`src/rtl/rx_crc_ctrl_if.sv`:
```
// -----------------------------------------------------------------------------
// rx_crc_ctrl_if
//   Bundles the receive stream, the CRC checker handshake and the per-frame
//   status record of rx_crc_ctrl.
//   slave  : view of rx_crc_ctrl (consumes stream/checker/ready, drives the rest)
//   master : view of the surrounding logic (stream source, checker, stats sink)
// -----------------------------------------------------------------------------
interface rx_crc_ctrl_if #(
  parameter int LEN_W = 16
);
  // receive stream
  logic             frame_start;
  logic             frame_end;
  logic [7:0]       lane_valid;
  // checker verdict pulses
  logic             crc_check_valid;
  logic             crc_check_invalid;
  // checker controls
  logic             receiving_frame;
  logic [7:0]       crc_valid;
  logic             end_fcs;
  logic [2:0]       bits_more;
  // status record
  logic             stat_valid;
  logic             stat_ready;
  logic             stat_crc_ok;
  logic             stat_crc_err;
  logic             stat_timeout;
  logic [LEN_W-1:0] stat_len;
  logic             overrun;

  modport slave (
    input  frame_start, frame_end, lane_valid,
    input  crc_check_valid, crc_check_invalid,
    input  stat_ready,
    output receiving_frame, crc_valid, end_fcs, bits_more,
    output stat_valid, stat_crc_ok, stat_crc_err, stat_timeout, stat_len,
    output overrun
  );

  modport master (
    output frame_start, frame_end, lane_valid,
    output crc_check_valid, crc_check_invalid,
    output stat_ready,
    input  receiving_frame, crc_valid, end_fcs, bits_more,
    input  stat_valid, stat_crc_ok, stat_crc_err, stat_timeout, stat_len,
    input  overrun
  );
endinterface

```
`src/rtl/rx_crc_ctrl.sv`:
```
// -----------------------------------------------------------------------------
// rx_crc_ctrl
//   Sequencer for the receive-side 64-bit/8-bit CRC checker. Tracks frame
//   boundaries on the lane-aligned stream, drives the checker controls one
//   cycle behind the stream, waits (with timeout) for the checker verdict and
//   hands one status record per frame downstream over valid/ready.
// Ports
//   rxclk  : receive clock, all logic on posedge
//   reset  : asynchronous, active-high
//   bus    : rx_crc_ctrl_if.slave
//            in : frame_start, frame_end, lane_valid, crc_check_valid,
//                 crc_check_invalid, stat_ready
//            out: receiving_frame, crc_valid, end_fcs, bits_more, stat_valid,
//                 stat_crc_ok, stat_crc_err, stat_timeout, stat_len, overrun
// -----------------------------------------------------------------------------
module rx_crc_ctrl #(
  parameter int CHK_TIMEOUT = 16,
  parameter int LEN_W       = 16
) (
  input logic          rxclk,
  input logic          reset,
  rx_crc_ctrl_if.slave bus
);

  localparam int CNT_W = (CHK_TIMEOUT > 1) ? $clog2(CHK_TIMEOUT) : 1;

  typedef enum logic [1:0] {
    S_IDLE,
    S_RECV,
    S_WAIT_CHK,
    S_REPORT
  } state_e;

  state_e           state_q, state_d;
  logic             single_q, single_d;  // frame was one word; RECV only passes through
  logic             bad_q, bad_d;        // malformed lanes seen in this frame
  logic [CNT_W-1:0] cnt_q, cnt_d;
  logic [LEN_W-1:0] len_q, len_d;
  logic             rx_q, rx_d;
  logic [7:0]       crc_valid_q, crc_valid_d;
  logic             end_fcs_q, end_fcs_d;
  logic [2:0]       bits_more_q, bits_more_d;
  logic             stat_valid_q, stat_valid_d;
  logic             ok_q, ok_d;
  logic             err_q, err_d;
  logic             to_q, to_d;
  logic             overrun_q, overrun_d;

  logic [3:0]       lane_cnt;
  logic             lanes_ok;
  logic             lanes_zero;

  function automatic logic [3:0] popcount8(input logic [7:0] v);
    logic [3:0] n;
    n = 4'd0;
    for (int i = 0; i < 8; i++) n = n + {3'b000, v[i]};
    return n;
  endfunction

  // Contiguous-from-bit-0 means v+1 is a power of two: v & (v+1) == 0.
  function automatic logic lanes_contig(input logic [7:0] v);
    logic [8:0] p1;
    p1 = {1'b0, v} + 9'd1;
    return (({1'b0, v} & p1) == 9'd0);
  endfunction

  function automatic logic [LEN_W-1:0] sat_add(input logic [LEN_W-1:0] a,
                                               input logic [3:0]       b);
    logic [LEN_W:0] s;
    s = {1'b0, a} + {{(LEN_W-3){1'b0}}, b};
    return s[LEN_W] ? '1 : s[LEN_W-1:0];
  endfunction

  assign lane_cnt   = popcount8(bus.lane_valid);
  assign lanes_ok   = lanes_contig(bus.lane_valid);
  assign lanes_zero = (bus.lane_valid == 8'h00);

  always_comb begin
    // NOTE: every signal driven here gets a default first, so no path can
    // leave one unassigned and infer a latch.
    state_d      = state_q;
    single_d     = single_q;
    bad_d        = bad_q;
    cnt_d        = cnt_q;
    len_d        = len_q;
    rx_d         = 1'b0;
    crc_valid_d  = 8'h00;
    end_fcs_d    = 1'b0;
    bits_more_d  = bits_more_q;
    stat_valid_d = stat_valid_q;
    ok_d         = ok_q;
    err_d        = err_q;
    to_d         = to_q;
    overrun_d    = 1'b0;

    unique case (state_q)
      S_IDLE: begin
        if (bus.frame_start) begin
          state_d     = S_RECV;
          single_d    = bus.frame_end;
          bad_d       = !lanes_ok || (bus.frame_end && lanes_zero);
          len_d       = LEN_W'(lane_cnt);
          rx_d        = 1'b1;
          crc_valid_d = bus.lane_valid;
          ok_d        = 1'b0;
          err_d       = 1'b0;
          to_d        = 1'b0;
          if (bus.frame_end) begin
            end_fcs_d   = 1'b1;
            bits_more_d = lane_cnt[2:0];
          end
        end
      end

      S_RECV: begin
        if (single_q) begin
          // Single-word frame already fully issued to the checker.
          state_d   = S_WAIT_CHK;
          single_d  = 1'b0;
          cnt_d     = '0;
          overrun_d = bus.frame_start;
        end else if (bus.frame_end) begin
          state_d     = S_WAIT_CHK;
          rx_d        = 1'b1;  // held through the final word's crc_valid
          crc_valid_d = bus.lane_valid;
          len_d       = sat_add(len_q, lane_cnt);
          bad_d       = bad_q || !lanes_ok || lanes_zero;
          end_fcs_d   = 1'b1;
          bits_more_d = lane_cnt[2:0];
          cnt_d       = '0;
        end else if (bus.frame_start) begin
          // Runt: drop what we had and restart on this word.
          rx_d        = 1'b1;
          crc_valid_d = bus.lane_valid;
          len_d       = LEN_W'(lane_cnt);
          bad_d       = !lanes_ok;
        end else begin
          rx_d        = 1'b1;
          crc_valid_d = bus.lane_valid;
          len_d       = sat_add(len_q, lane_cnt);
          bad_d       = bad_q || !lanes_ok;
        end
      end

      S_WAIT_CHK: begin
        overrun_d = bus.frame_start;
        if (bus.crc_check_invalid) begin
          state_d      = S_REPORT;
          stat_valid_d = 1'b1;
          err_d        = 1'b1;
        end else if (bus.crc_check_valid) begin
          state_d      = S_REPORT;
          stat_valid_d = 1'b1;
          ok_d         = !bad_q;
          err_d        = bad_q;
        end else if (cnt_q == CNT_W'(CHK_TIMEOUT - 1)) begin
          state_d      = S_REPORT;
          stat_valid_d = 1'b1;
          err_d        = 1'b1;
          to_d         = 1'b1;
        end else begin
          cnt_d = cnt_q + CNT_W'(1);
        end
      end

      S_REPORT: begin
        overrun_d = bus.frame_start;
        if (bus.stat_ready) begin
          state_d      = S_IDLE;
          stat_valid_d = 1'b0;
          ok_d         = 1'b0;
          err_d        = 1'b0;
          to_d         = 1'b0;
        end
      end

      default: state_d = S_IDLE;
    endcase
  end

  // NOTE: state registers use non-blocking assignments so every flop samples
  // the pre-edge values regardless of process ordering.
  always_ff @(posedge rxclk or posedge reset) begin
    if (reset) begin
      state_q      <= S_IDLE;
      single_q     <= 1'b0;
      bad_q        <= 1'b0;
      cnt_q        <= '0;
      len_q        <= '0;
      rx_q         <= 1'b0;
      crc_valid_q  <= 8'h00;
      end_fcs_q    <= 1'b0;
      bits_more_q  <= 3'd0;
      stat_valid_q <= 1'b0;
      ok_q         <= 1'b0;
      err_q        <= 1'b0;
      to_q         <= 1'b0;
      overrun_q    <= 1'b0;
    end else begin
      state_q      <= state_d;
      single_q     <= single_d;
      bad_q        <= bad_d;
      cnt_q        <= cnt_d;
      len_q        <= len_d;
      rx_q         <= rx_d;
      crc_valid_q  <= crc_valid_d;
      end_fcs_q    <= end_fcs_d;
      bits_more_q  <= bits_more_d;
      stat_valid_q <= stat_valid_d;
      ok_q         <= ok_d;
      err_q        <= err_d;
      to_q         <= to_d;
      overrun_q    <= overrun_d;
    end
  end

  assign bus.receiving_frame = rx_q;
  assign bus.crc_valid       = crc_valid_q;
  assign bus.end_fcs         = end_fcs_q;
  assign bus.bits_more       = bits_more_q;
  assign bus.stat_valid      = stat_valid_q;
  assign bus.stat_crc_ok     = ok_q;
  assign bus.stat_crc_err    = err_q;
  assign bus.stat_timeout    = to_q;
  assign bus.stat_len        = len_q;
  assign bus.overrun         = overrun_q;

endmodule
```
`src/flat_wrapper.sv`:
```
// flat-port wrapper written by rule: the top's interface ports become plain ports
module rx_crc_ctrl_flat 
#(
  parameter int CHK_TIMEOUT = 16,
  parameter int LEN_W       = 16
)
  (rxclk, reset, bus_frame_start, bus_frame_end, bus_lane_valid, bus_crc_check_valid, bus_crc_check_invalid, bus_stat_ready, bus_receiving_frame, bus_crc_valid, bus_end_fcs, bus_bits_more, bus_stat_valid, bus_stat_crc_ok, bus_stat_crc_err, bus_stat_timeout, bus_stat_len, bus_overrun);
  rx_crc_ctrl_if #(.LEN_W(LEN_W)) bus_i ();
  input logic rxclk;
  input logic reset;
  input wire logic [$bits(bus_i.frame_start)-1:0] bus_frame_start;
  input wire logic [$bits(bus_i.frame_end)-1:0] bus_frame_end;
  input wire logic [$bits(bus_i.lane_valid)-1:0] bus_lane_valid;
  input wire logic [$bits(bus_i.crc_check_valid)-1:0] bus_crc_check_valid;
  input wire logic [$bits(bus_i.crc_check_invalid)-1:0] bus_crc_check_invalid;
  input wire logic [$bits(bus_i.stat_ready)-1:0] bus_stat_ready;
  output wire logic [$bits(bus_i.receiving_frame)-1:0] bus_receiving_frame;
  output wire logic [$bits(bus_i.crc_valid)-1:0] bus_crc_valid;
  output wire logic [$bits(bus_i.end_fcs)-1:0] bus_end_fcs;
  output wire logic [$bits(bus_i.bits_more)-1:0] bus_bits_more;
  output wire logic [$bits(bus_i.stat_valid)-1:0] bus_stat_valid;
  output wire logic [$bits(bus_i.stat_crc_ok)-1:0] bus_stat_crc_ok;
  output wire logic [$bits(bus_i.stat_crc_err)-1:0] bus_stat_crc_err;
  output wire logic [$bits(bus_i.stat_timeout)-1:0] bus_stat_timeout;
  output wire logic [$bits(bus_i.stat_len)-1:0] bus_stat_len;
  output wire logic [$bits(bus_i.overrun)-1:0] bus_overrun;
  assign bus_i.frame_start = bus_frame_start;
  assign bus_i.frame_end = bus_frame_end;
  assign bus_i.lane_valid = bus_lane_valid;
  assign bus_i.crc_check_valid = bus_crc_check_valid;
  assign bus_i.crc_check_invalid = bus_crc_check_invalid;
  assign bus_i.stat_ready = bus_stat_ready;
  assign bus_receiving_frame = bus_i.receiving_frame;
  assign bus_crc_valid = bus_i.crc_valid;
  assign bus_end_fcs = bus_i.end_fcs;
  assign bus_bits_more = bus_i.bits_more;
  assign bus_stat_valid = bus_i.stat_valid;
  assign bus_stat_crc_ok = bus_i.stat_crc_ok;
  assign bus_stat_crc_err = bus_i.stat_crc_err;
  assign bus_stat_timeout = bus_i.stat_timeout;
  assign bus_stat_len = bus_i.stat_len;
  assign bus_overrun = bus_i.overrun;
  rx_crc_ctrl #(.CHK_TIMEOUT(CHK_TIMEOUT), .LEN_W(LEN_W)) u_core (.rxclk(rxclk), .reset(reset), .bus(bus_i));
endmodule
```
`config.mk`:
```
export PLATFORM = sky130hd
export DESIGN_NAME = rx_crc_ctrl_flat
export DESIGN_NICKNAME = d
export VERILOG_FILES = /design/src/rtl/rx_crc_ctrl_if.sv /design/src/rtl/rx_crc_ctrl.sv /design/src/flat_wrapper.sv
export SDC_FILE = /design/constraint.sdc
export NUM_CORES = 1
export LEC_CHECK = 0
export ABC_AREA = 1
export CORE_ASPECT_RATIO = 0.75
export CORE_MARGIN = 3
export CORE_UTILIZATION = 30
export DETAILED_ROUTE_END_ITERATION = 6
export SLEW_MARGIN = 20
export SYNTH_ARGS = -nofsm -noshare
export SYNTH_HDL_FRONTEND = slang
export SYNTH_SLANG_ARGS = --single-unit
```
`constraint.sdc`:
```
create_clock -name rxclk -period 1.87 [get_ports rxclk]
set_input_delay 0.374 -clock rxclk [delete_from_list [all_inputs] [get_ports rxclk]]
set_output_delay 0.374 -clock rxclk [all_outputs]
set_load 0.01 [all_outputs]
```
==> results.cfg <==
[clock_network]
cts_tree = built
cts.path.max_buffers = 2
h-tree-depth = 2
cts.clk_slew.worst_paths_ps = 60
clock_latency_ps = 280
clockRootBuffer = clkbuf_16
holdBufCountCts = 0
clock_sinks = 42
cts-buffers-inserted = 5

[logic_synthesis]
synth_area_leaders = dfrtp_1 39%, nand2_1 12%, inv_1 7.8%, ha_1 6.5%, nand3_1 5.6%
synthTopCellsByCount = 86 x nand2_1, 56 x inv_1, 42 x dfrtp_1, 31 x nor2_1, 30 x nand3_1
synth.most_common_cell = nand2_1
syn_inst = 350
synth_seq_cells = 42
yosysTopAreaCell = dfrtp_1
avgSynthCellArea_um2 = 7.69
yosysWarnings = 0
synth.distinct_cells = 33
ys_seq_area_frac = 0.390
synth_area_um2 = 2690
synth_ff_type = dfrtp_1
synth_enable_flop_cells = 0
netlist.area_leader.share = 0.390
async_flop_share = 1.00
syn-num-nets = 384

[critical_path]
required_ps = 2070
crit_path_start_kind = primary input
worstPathMaxFanout = 8
cp.arrival_ps = 3670
r2r_cells = 11
crit_type = in2reg
critPathCaptureType = register

[grt]
grt_util_all_layers = 0.153
grt_first_pass_wirelength_um = 12400
grt_max_degree = 43
gr-total-overflow = 0
first_global_vias = 2528
antenna_found_initial = 0

[final_layout]
drive_gt1_frac = 0.264
nets = 477
final-instance-count-excl-fill = 551
syn2layout_area_growth_pct = 49.0
num_antenna_cells = 0

[hold_path]
min_path_cells = 3
hold_path_class = in2reg

[timing]
relSlewSlack = 0.709
max_freq_ghz = 0.288
fin_crit_ps = 3480
skew_ps = 3.26
worst_pin_slew_ps = 435
setup_viol = 19
min_period_over_period = 1.86
rsz0062_at_grt = yes
hold_ws_ps = 317
slew_violations = 0
final_hold_viol_count = 0
timing.final.ws_setup_ps = -1610

[run]
drv_cap = 0

[detailed_routing]
drtIter0Drc = 85
wl_per_cell_um = 13.4
dr_wl_met2_um = 3310
drc = 0
firstDrtPassIters = 4
wl_met1_um = 3710
postRouteAntennaNets = 0
drt_wl_total_um = 7400
vias = 2600
dr_wl_met3_um = 280
top_layer_used = met4
via_per_inst = 4.72

[die]
pin_count = 49
die_height_um = 88.0
start_util = 0.313
rows = 29
core_um2 = 8600
die_area_um2 = 10200
fp.dieW_um = 115

[placement]
detailedPlacementHpwl_um = 5600
gp_congestion = 0.842
portBuffers = 48
place_inst = 541

[status]
outcome = complete, but fails checks
violations = setup timing

[power_and_ir_drop]
p_leak_nw = 1.91
p_total_mw = 4.95
power.density_nw_per_um2 = 1230
peakVddDrop_mv = 0.434
-- sequential cells by signal, summed over array words and instances (netlist names), 2 cells and up --
name and flops:
u_core.cnt_q 4, u_core.bus.stat_len 16, u_core.bus.bits_more 3, u_core.bus.crc_valid 8, u_core.state_q 2
-- final timing paths --
| kind | from | endpoint | slack, ps |
|---|---|---|---|
| setup / recovery | bus_lane_valid[0] | u_core.bus.stat_len[5]$_DFFE_PP0P_ | -1610 |
| hold / removal | bus_lane_valid[1] | u_core.bus.crc_valid[1]$_DFF_PP0_ | 320 |
| setup reg to reg | u_core.bus.stat_len[3]$_DFFE_PP0P_ | u_core.bus.stat_len[15]$_DFFE_PP0P_ | 70 |
| hold reg to reg | u_core.bus.stat_crc_err$_DFFE_PP0P_ | u_core.bus.stat_crc_err$_DFFE_PP0P_ | 500 |
| max in group asynchronous | reset | u_core.bus.stat_len[8]$_DFFE_PP0P_ | 1200 |
| min in group asynchronous | reset | u_core.bus.stat_crc_err$_DFFE_PP0P_ | 460 |
-- through the flow --
step / setup WS, ps / setup TNS [ps] / util / cell area (um2)
4_1_cts: -1790 / -30500 / 0.459 / 3950
3_3_place_gp: -2460 / -43170 / 0.429 / 3690
5_1_grt: -1750 / -29720 / 0.467 / 4010
3_5_place_dp: -2520 / -44330 / 0.429 / 3690
6_report: -1610 / -27210 / 0.467 / 4010
2_1_floorplan: -1630 / -27410 / - / 2780
-- cell type report --
type | instances | area, um2
well taps | 108 | 135
flip-flops and latches | 42 | 1050
fillers | 861 | 4590
clock buffers | 5 | 125
multi-input cells | 244 | 1610
clock inverters | 2 | 10.0
repair buffers | 87 | 823
inverters | 63 | 256
-- cell families (layout without fill, tap and decap cells) --
kind of cell	after synthesis	count (layout)	synth area share
compound gates	49	49	0.111
buf+inv	65	157	0.0962
flops	42	42	0.390
fa+ha+maj	19	19	0.102
simple gates	169	170	0.281
xor+xnor	6	6	0.0195
-- critical path: stages --
cell and delay (ps):
buf_6 90, inv_8 30, ha_4 240, inv_2 30, fa_1 490, fa_1 440
fa_2 370, fa_2 490, fa_2 390, inv_1 110, nand3_2 100, nand2_4 150
nand3_4 130, nand3_1 110, nand2_1 50, o21ai_0 70
-- routing by layer --
metal  up-vias  global-route usage
met1      1233               0.221
met5         -                   0
li1       1311                   -
met4         0              0.0373
met2        46               0.238
met3        10              0.0262
-- power breakdown --
group	leakage (nW)	internal (mW)	switching (mW)	total (mW)
sequential	0.553	1.17	0.164	1.33
clock	0.0694	0.482	0.340	0.822
combinational	1.28	1.31	1.48	2.79
total	1.91	2.96	1.98	4.95
-- timing repair --
action                     in CTS  in global routing
pin swaps                      19                 18
setup buffers                   2                  0
setup endpoints to repair      19                 20
hold endpoints to repair        0                  0
resized for setup              45                 19
gates cloned                    1                  0
-- cell usage in the layout, fill, tap and decap left out, types with 3 or more instances in the layout --
| cell type | instances |
|---|---|
| buf_4 | 35 |
| nand3_4 | 4 |
| nand2_1 | 75 |
| nand2_4 | 5 |
| xor2_1 | 4 |
| nor2_1 | 30 |
| o21ai_1 | 7 |
| nand2_2 | 12 |
| a21oi_1 | 10 |
| fa_2 | 3 |
| inv_1 | 46 |
| o21ai_0 | 12 |
| ha_1 | 10 |
| nand4_1 | 6 |
| ha_4 | 3 |
| nor2_4 | 3 |
| nand3_1 | 18 |
| dfrtp_1 | 42 |
| clkbuf_16 | 5 |
| clkdlybuf4s50_1 | 44 |
| o211ai_1 | 3 |
| o21ai_2 | 5 |
| buf_12 | 4 |
| inv_2 | 14 |
| nand3_2 | 11 |
(Power assumes the default switching activity.)
